==> config.mk <==
export PLATFORM = sky130hd
export DESIGN_NAME = ov5640_frame_ctrl
export DESIGN_NICKNAME = d
export VERILOG_FILES = /design/src/rtl/ov5640_fb_pkg.sv /design/src/rtl/ov5640_frame_ctrl.sv
export SDC_FILE = /design/constraint.sdc
export NUM_CORES = 1
export LEC_CHECK = 0
export ABC_AREA = 1
export CAP_MARGIN = 25
export CELL_PAD_IN_SITES_DETAIL_PLACEMENT = 0
export CELL_PAD_IN_SITES_GLOBAL_PLACEMENT = 1
export CORE_UTILIZATION = 26
export DETAILED_ROUTE_END_ITERATION = 7
export PLACE_DENSITY_LB_ADDON = 0.25
export RECOVER_POWER = 100
export SLEW_MARGIN = 20
export SYNTH_ARGS = -nofsm -noshare
export SYNTH_HDL_FRONTEND = slang
export SYNTH_SLANG_ARGS = --single-unit
export TNS_END_PERCENT = 1
==> constraint.sdc <==
create_clock -name cmos_pclk -period 6.1 [get_ports cmos_pclk]
set_input_delay 0.915 -clock cmos_pclk [delete_from_list [all_inputs] [get_ports cmos_pclk]]
set_output_delay 0.915 -clock cmos_pclk [all_outputs]
set_load 0.05 [all_outputs]
==> src/rtl/ov5640_fb_pkg.sv <==
// Shared types and bank-selection helper for the OV5640 frame-buffer write scheduler.
package ov5640_fb_pkg;

  typedef enum logic [1:0] {
    ST_IDLE,
    ST_SKIP,
    ST_WAIT_VS,
    ST_CAPTURE
  } fb_state_t;

  localparam int BANK_W    = 2;
  localparam int NUM_BANKS = 3;

  // Lowest bank index owned neither by the newest published frame nor by the reader.
  function automatic logic [BANK_W-1:0] next_wr_bank(
    input logic [BANK_W-1:0] latest,
    input logic              latest_valid,
    input logic [BANK_W-1:0] rd
  );
    logic [BANK_W-1:0] sel;
    sel = '0;
    for (int i = NUM_BANKS - 1; i >= 0; i--) begin
      if (!(latest_valid && (BANK_W'(i) == latest)) && (BANK_W'(i) != rd)) begin
        sel = BANK_W'(i);
      end
    end
    return sel;
  endfunction

endpackage

==> src/rtl/ov5640_frame_ctrl.sv <==
// Triple-buffered frame capture scheduler: skips settling frames, writes pixels into a
// free bank, publishes only complete frames and hands the newest one to the reader.
module ov5640_frame_ctrl
  import ov5640_fb_pkg::*;
#(
  parameter int H_PIXELS    = 480,
  parameter int V_LINES     = 272,
  parameter int SKIP_FRAMES = 10,
  parameter int ADDR_W      = 17
) (
  input  logic              cmos_pclk,
  input  logic              sys_rst,
  input  logic              cfg_done,
  input  logic              sys_init_done,
  input  logic              cmos_vsync,
  input  logic              ov5640_wr_en,
  input  logic [15:0]       cmos_16bit_data,
  output logic              fb_wr_en,
  output logic [ADDR_W-1:0] fb_wr_addr,
  output logic [15:0]       fb_wr_data,
  output logic [BANK_W-1:0] wr_bank,
  output logic              frame_done,
  output logic              frame_err,
  input  logic              rd_req,
  output logic              rd_ack,
  output logic [BANK_W-1:0] rd_bank,
  output logic              rd_new
);

  localparam logic [ADDR_W:0] N_WORDS   = (ADDR_W + 1)'(H_PIXELS * V_LINES);
  localparam logic [7:0]      SKIP_LAST = 8'(SKIP_FRAMES);

  fb_state_t         state_reg, state_next;
  logic [7:0]        skip_reg, skip_next;
  logic [ADDR_W:0]   cnt_reg, cnt_next;
  logic              ovr_reg, ovr_next;
  logic              vsync_q_reg;
  logic [BANK_W-1:0] wr_bank_reg, wr_bank_next;
  logic [BANK_W-1:0] rd_bank_reg, rd_bank_next;
  logic [BANK_W-1:0] latest_bank_reg, latest_bank_next;
  logic              latest_valid_reg, latest_valid_next;
  logic              fb_wr_en_reg, fb_wr_en_next;
  logic [ADDR_W-1:0] fb_wr_addr_reg, fb_wr_addr_next;
  logic [15:0]       fb_wr_data_reg, fb_wr_data_next;
  logic              frame_done_reg, frame_done_next;
  logic              frame_err_reg, frame_err_next;
  logic              rd_ack_reg;
  logic              rd_new_reg, rd_new_next;

  logic              enable;
  logic              vs_rise;
  logic              capture_pix;
  logic              publish;
  logic [ADDR_W:0]   base_cnt;
  logic              base_ovr;

  assign enable  = cfg_done & sys_init_done;
  assign vs_rise = cmos_vsync & ~vsync_q_reg;

  always_ff @(posedge cmos_pclk or posedge sys_rst) begin
    if (sys_rst) begin
      state_reg        <= ST_IDLE;
      skip_reg         <= '0;
      cnt_reg          <= '0;
      ovr_reg          <= 1'b0;
      vsync_q_reg      <= 1'b0;
      wr_bank_reg      <= 2'd0;
      rd_bank_reg      <= 2'd2;
      latest_bank_reg  <= 2'd1;
      latest_valid_reg <= 1'b0;
      fb_wr_en_reg     <= 1'b0;
      fb_wr_addr_reg   <= '0;
      fb_wr_data_reg   <= '0;
      frame_done_reg   <= 1'b0;
      frame_err_reg    <= 1'b0;
      rd_ack_reg       <= 1'b0;
      rd_new_reg       <= 1'b0;
    end else begin
      state_reg        <= state_next;
      skip_reg         <= skip_next;
      cnt_reg          <= cnt_next;
      ovr_reg          <= ovr_next;
      vsync_q_reg      <= cmos_vsync;
      wr_bank_reg      <= wr_bank_next;
      rd_bank_reg      <= rd_bank_next;
      latest_bank_reg  <= latest_bank_next;
      latest_valid_reg <= latest_valid_next;
      fb_wr_en_reg     <= fb_wr_en_next;
      fb_wr_addr_reg   <= fb_wr_addr_next;
      fb_wr_data_reg   <= fb_wr_data_next;
      frame_done_reg   <= frame_done_next;
      frame_err_reg    <= frame_err_next;
      rd_ack_reg       <= rd_req;
      rd_new_reg       <= rd_new_next;
    end
  end

  always_comb begin
    state_next        = state_reg;
    skip_next         = skip_reg;
    cnt_next          = cnt_reg;
    ovr_next          = ovr_reg;
    wr_bank_next      = wr_bank_reg;
    rd_bank_next      = rd_bank_reg;
    latest_bank_next  = latest_bank_reg;
    latest_valid_next = latest_valid_reg;
    fb_wr_en_next     = 1'b0;
    fb_wr_addr_next   = fb_wr_addr_reg;
    fb_wr_data_next   = fb_wr_data_reg;
    frame_done_next   = 1'b0;
    frame_err_next    = 1'b0;
    rd_new_next       = 1'b0;
    capture_pix       = 1'b0;
    publish           = 1'b0;
    base_cnt          = cnt_reg;
    base_ovr          = ovr_reg;

    if (!enable) begin
      state_next        = ST_IDLE;
      latest_valid_next = 1'b0;
    end else begin
      case (state_reg)
        ST_IDLE: begin
          skip_next  = '0;
          state_next = (SKIP_FRAMES == 0) ? ST_WAIT_VS : ST_SKIP;
        end
        ST_SKIP: begin
          if (vs_rise) begin
            if (skip_reg + 8'd1 == SKIP_LAST) state_next = ST_WAIT_VS;
            else                              skip_next  = skip_reg + 8'd1;
          end
        end
        ST_WAIT_VS: begin
          if (vs_rise) begin
            state_next  = ST_CAPTURE;
            capture_pix = 1'b1;
            base_cnt    = '0;
            base_ovr    = 1'b0;
          end
        end
        ST_CAPTURE: begin
          capture_pix = 1'b1;
          // vsync closes the current frame and opens the next one in the same cycle
          if (vs_rise) begin
            if (cnt_reg == N_WORDS && !ovr_reg) begin
              publish           = 1'b1;
              latest_bank_next  = wr_bank_reg;
              latest_valid_next = 1'b1;
              frame_done_next   = 1'b1;
            end else begin
              frame_err_next = 1'b1;
            end
            base_cnt = '0;
            base_ovr = 1'b0;
          end
        end
        default: state_next = ST_IDLE;
      endcase
    end

    if (capture_pix) begin
      cnt_next = base_cnt;
      ovr_next = base_ovr;
      if (ov5640_wr_en) begin
        if (base_cnt < N_WORDS) begin
          fb_wr_en_next   = 1'b1;
          fb_wr_addr_next = base_cnt[ADDR_W-1:0];
          fb_wr_data_next = cmos_16bit_data;
          cnt_next        = base_cnt + (ADDR_W + 1)'(1);
        end else begin
          ovr_next = 1'b1;
        end
      end
    end

    // Handover sees a same-cycle publish; bank choice then sees the updated reader bank
    if (rd_req && latest_valid_next && (latest_bank_next != rd_bank_reg)) begin
      rd_bank_next = latest_bank_next;
      rd_new_next  = 1'b1;
    end
    if (publish) begin
      wr_bank_next = next_wr_bank(latest_bank_next, latest_valid_next, rd_bank_next);
    end
  end

  assign fb_wr_en   = fb_wr_en_reg;
  assign fb_wr_addr = fb_wr_addr_reg;
  assign fb_wr_data = fb_wr_data_reg;
  assign wr_bank    = wr_bank_reg;
  assign rd_bank    = rd_bank_reg;
  assign frame_done = frame_done_reg;
  assign frame_err  = frame_err_reg;
  assign rd_ack     = rd_ack_reg;
  assign rd_new     = rd_new_reg;

endmodule
---- Word level (Yosys, flattened, before mapping) ----
Index checks and enable logic that the tools add are counted.
word-level totals
  bits in read-only memories .............. 0
  input port bits ......................... 23
  bits in latches ......................... 0
  register bits after elaboration ......... 75
  memories ................................ 0
  output and inout bits ................... 42
  logic and storage cells ................. 104
  RAM bits ................................ 0
cells by class
  equality and inequality tests ........... 16
  div/mod/pow operators ................... 0
  add/subtract/negate cells ............... 2
  mux-type cells .......................... 45
  reductions and logical operators ........ 21
  bitwise logic cells ..................... 3
  $mul .................................... 0
  shift-type cells ........................ 0
  magnitude comparators ................... 1
operator list
  cell                                                                             number
  18-bit two-way mux                                                               5
  2-bit two-way mux                                                                12
  1-bit two-way mux                                                                23
  18-bit by 1-bit adder with 18-bit output (second input constant)                 1
  18-bit by 17-bit equality test with 1-bit output (second input constant)         1
  18-bit by 17-bit less-than comparator with 1-bit output (second input constant)  1
  8-bit two-way mux                                                                2
  8-bit case mux with 2 select lines                                               1
  1-bit logical AND                                                                9
  3-bit inequality test (second input constant)                                    3
  8-bit by 1-bit adder with 8-bit output (second input constant)                   1
  8-bit by 4-bit equality test with 1-bit output (second input constant)           1
  4-bit AND reduction                                                              2
  2-bit case mux with 3 select lines                                               1
  2-bit equality test (second input constant)                                      2
  1-bit zero test                                                                  4
  2-bit zero test                                                                  2
  2-bit inequality test (second input constant)                                    2
  4-bit by 1-bit inequality test with 1-bit output (second input constant)         1
  2-bit nonzero test                                                               2
  3-bit AND reduction                                                              1
  1-bit AND                                                                        2
  1-bit by 2-bit equality test with 1-bit output (first input constant)            1
  2-bit by 1-bit equality test with 1-bit output (second input constant)           1
  7 further kinds                                                                  7

---- Logic depth before layout (Yosys ltp) ----
  word-level depth ........................ 14
  mapped depth ............................ 17
  gate-level depth less buffers ........... 15

---- Worst setup path after synthesis ----
Ideal clock, no wire load.
  kind .................................... input -> register
  start point ............................. input cmos_vsync
  end point ............................... register cnt_reg[12]
  path slack .............................. 3.414 ns
  setup time .............................. 0.118 ns
  cell stages on the path ................. 15
  data required time ...................... 5.982 ns
  path buffers ............................ 2
  data arrival time ....................... 2.568 ns
  cell sequence ........................... nand2_2 inv_2 nand2_4 buf_8 inv_2 buf_2 nor2_1 ha_1 inv_1 nor3_2 nand3_1 nor2_2 nand2_1 xor2_1 inv_1
on the way
  word-level cells in the longest chain between the ends .. 7
  elaborated cells on any way between the ends .. 11
ends and longest elaborated chain
  element                                                                                                                     RTL line                                            RTL
  from (decl)                                                                                                                 ov5640_frame_ctrl.sv:15                             input logic cmos_vsync,
  1-bit AND *                                                                                                                 ov5640_frame_ctrl.sv:58                             assign vs_rise = cmos_vsync & ~vsync_q_reg;
  18-bit two-way mux *                                                                                                        ov5640_frame_ctrl.sv:134, ov5640_frame_ctrl.sv:144
  18-bit two-way mux *                                                                                                        -
  18-bit two-way mux *                                                                                                        ov5640_frame_ctrl.sv:118                            if (!enable) begin
  net base_cnt[0]                                                                                                             ov5640_frame_ctrl.sv:54                             logic [ADDR_W:0] base_cnt;
  18-bit by 1-bit adder with 18-bit output / 18-bit by 17-bit less-than comparator with 1-bit output (equally long branches)  ov5640_frame_ctrl.sv:169, ov5640_frame_ctrl.sv:165
  18-bit two-way mux *                                                                                                        ov5640_frame_ctrl.sv:165                            if (base_cnt < N_WORDS) begin
  18-bit two-way mux *                                                                                                        ov5640_frame_ctrl.sv:164                            if (ov5640_wr_en) begin
  to (signal assigned)                                                                                                        ov5640_frame_ctrl.sv:81                             cnt_reg <= cnt_next;
  to (decl)                                                                                                                   ov5640_frame_ctrl.sv:35                             logic [ADDR_W:0] cnt_reg, cnt_next;
Mark *: on every way through the listed nets, which the timed path passes. The rest lies on a longest branch.
A chain may end at the register's enable or synchronous reset.

---- Worst setup path in the final report ----
  start point ............................. input cmos_vsync
  end point ............................... register cnt_reg[14]
on the way
  word-level cells in the longest chain between the ends .. 7
  elaborated cells on any way between the ends .. 11
ends and longest elaborated chain
  element                                                                                                                     RTL line
  1-bit AND *                                                                                                                 ov5640_frame_ctrl.sv:58
  18-bit two-way mux                                                                                                          ov5640_frame_ctrl.sv:134, ov5640_frame_ctrl.sv:144
  18-bit two-way mux                                                                                                          -
  18-bit two-way mux                                                                                                          ov5640_frame_ctrl.sv:118
  18-bit by 1-bit adder with 18-bit output / 18-bit by 17-bit less-than comparator with 1-bit output (equally long branches)  ov5640_frame_ctrl.sv:169, ov5640_frame_ctrl.sv:165
  18-bit two-way mux                                                                                                          ov5640_frame_ctrl.sv:165
  18-bit two-way mux                                                                                                          ov5640_frame_ctrl.sv:164
Every way passes the cells marked *; elsewhere a longest branch is shown, timed or not.

==> results.toml <==
[floorplanning]
row_count = 44
die-area_um2 = 15380
pin_count = 65
die_height_um = 124.0
core_area_um2 = 14530
die_w_um = 124.0
initial_core_util = 0.2664

[layout]
largest_register_ffs = 18
fillCellCount = 1566
fin_nets = 553
syn_to_final_growth_pct = 24.31
post_route_cells_drive_above_1_share = 0.09714
antenna_cells = 0
utilization = 0.3311

[setup_path]
slowest_delay_ns = 0.57
startpoint_type = "input port"
crit_fanout = 56
worst_path_most_repeated_cell = "nand2_1"
cp-end-kind = "flip-flop"
worstPathRequired_ns = 6.35
crit_slowest_cell = "inv_1"
critPathKind = "in2reg"
crit_arrival_ns = 4.11
path_cells = "dlygate4sd3_1, nand2_1, inv_1, nand2_1, nand3_1, nor2_1, nand2_1, nand3_2, buf_4, inv_1, nand2_1, xor2_1"

[clock_network]
h-tree-depth = 3
post_cts_buffers = 0
cts_buffer_depth = 2
cts_made_buffers = 9
path_clk_slew_ns = 0.06
clock_latency_ns = 0.33
cts-root-buf = "clkbuf_16"
postCtsHoldBufs = 0
cts_tree = "yes"
cts_resized = 0
cts.sinks = 75

[timing]
drv_slew = 0
rsz0062_at_grt = "no"
setup_viol = 0
hold_viol_final = 0
clock_skew_ns = 0.006773
min_period_ns = 3.866
timing.fmax_ghz = 0.2587
setup_slack_ns = 2.234
fin_crit_sh = 0.6337
relSlewSlack = 0.4192
setup_tns_ns = 0
worst_pin_slew_ns = 0.8703

[pwr]
pwr_density_cell_nw_per_um2 = 280.1
total_leakage_power_nw = 2.487
power_w = 0.001348
irDropWorstVdd_mv = 0.1158

[drt]
drt.antenna.violating_nets = 0
post_drt_via_cell_ratio = 4.231
via_count = 3000
drt_iter0_drc = 190
drc = 0
wl_per_cell_um = 12.50
finalWirelength_um = 8860
firstDrtPassIters = 4

[synthesis]
seq_area_frac_synth = 0.4855
synth_cells = 457
synth_seq_cells = 75
syn_area_per_cell_um2 = 8.471
ys_types = 36
synth.net_count = 487
synth_warnings = 0
synth_area_um2 = 3871

[global_route]
grt_max_degree = 57
grt_pass1_wl_um = 15000
met1_usage = 0.1689
grt_overflow = 0
antenna_found_initial = 0
grt_pass1_vias = 3061
use_met3 = 0.03388
grt_usage = 0.1274
met2_usage = 0.2014
busiest_layer = "met2"

[placement]
pre_cts_ws_ns = 2.564
port_buffers = 64
hpwl_um = 6188
place_congestion = 0.7715

[run]
cap_violations = 0

[hold_path]
hp-class = "reg2reg"

[status]
status = "finished clean"
-- through the flow --
step                      instances  hold slack (ns)  instance area [um^2]
after CTS                       709           0.4934                  4921
after global placement          696           0.4760                  4664
final                           709           0.4816                  4812
after floorplan                 457           0.4715                  3871
after detailed placement        696           0.4721                  4664
after global routing            709           0.4974                  4812
-- layer usage --
metal  part of all wire  wire length, um
met1               0.48             4292
met2               0.48             4250
met3              0.027              240
met4             0.0086               76
met5                  0                0
-- report_power, final --
group	switching [W]	leakage [nW]	internal (W)	total, W
Sequential	0.0000392	0.970	0.000545	0.000584
Combinational	0.000192	1.39	0.0000953	0.000288
Clock	0.000198	0.126	0.000278	0.000476
-- cells by family after synthesis --
family                     Yosys count  share of synthesized area
adders and majority gates            7                    0.02262
buffers and inverters               69                    0.08015
AOI/OAI and AO/OA                   31                    0.04913
DFF                                 75                     0.4855
and+or+nand+nor                    257                     0.3219
xor gates and xnor gates            18                    0.04072
-- cell usage in the layout (no fill, tap or decap), types with 2 or more instances in the layout --
cell,instances
o21ai_0,20
nor3_2,2
o21ai_1,2
dfstp_2,2
xnor2_1,4
dfrtp_1,73
nand2_1,152
nor2_1,33
nor3_1,9
nand3_1,25
inv_1,56
nand4_1,6
o21ai_2,2
clkinv_2,2
nor2_4,2
nand3_2,7
nor2_2,8
nand2_2,4
buf_4,2
a21oi_1,3
dlygate4sd3_1,45
clkdlybuf4s50_1,19
ha_1,7
or2_2,5
clkbuf_16,9
xor2_1,14
inv_2,2
-- worst paths after layout --
check                                             end  cells after the start                       start  slack (ns)
setup / recovery              cnt_reg[14]$_DFFE_PP0P_                     12                  cmos_vsync        2.23
hold / removal             fb_wr_data[13]$_DFFE_PP0P_                      2  fb_wr_data[13]$_DFFE_PP0P_        0.48
setup reg to reg              cnt_reg[14]$_DFFE_PP0P_                     13    state_reg[0]$_DFFE_PP0P_        2.71
hold reg to reg            fb_wr_data[13]$_DFFE_PP0P_                      2  fb_wr_data[13]$_DFFE_PP0P_        0.48
max in group asynchronous      wr_bank[0]$_DFFE_PP0P_                      3                     sys_rst        3.66
min in group asynchronous   fb_wr_data[6]$_DFFE_PP0P_                      2                     sys_rst        1.21
-- area by class of cell --
| class | count | area (um^2) | area share |
|---|---|---|---|
| clock buffers | 10 | 239.0 | 0.04966 |
| clock inverters | 3 | 17.52 | 0.003640 |
| inverters | 58 | 217.7 | 0.04524 |
| multi-input cells | 313 | 1573 | 0.3268 |
| flip-flops and latches | 75 | 1879 | 0.3905 |
| well taps | 184 | 230.2 | 0.04784 |
| repair buffers | 66 | 655.6 | 0.1362 |
-- synth_stat cells, drive strengths merged --
master / count / area share
o32ai: 1 / 0.0023
nor2: 43 / 0.053
o21a: 1 / 0.0019
inv: 58 / 0.056
nand3: 32 / 0.053
nand4: 6 / 0.014
dfstp: 2 / 0.014
or2: 5 / 0.0081
buf: 11 / 0.024
ha: 7 / 0.023
dfrtp: 73 / 0.47
o21bai: 1 / 0.0019
a21oi: 4 / 0.0061
o21ai: 24 / 0.037
nand2: 157 / 0.17
nor3: 11 / 0.024
nand3b: 1 / 0.0019
and2: 2 / 0.0039
xnor2: 4 / 0.0090
xor2: 14 / 0.032
-- critical path, delay by kind of cell --
| kind | cells | cell delay (ns) |
|---|---|---|
| buffers and inverters | 4 | 1.66 |
| AND/OR/NAND/NOR | 7 | 1.32 |
| XOR/XNOR | 1 | 0.17 |
Power figures use the tool's default switching activity.
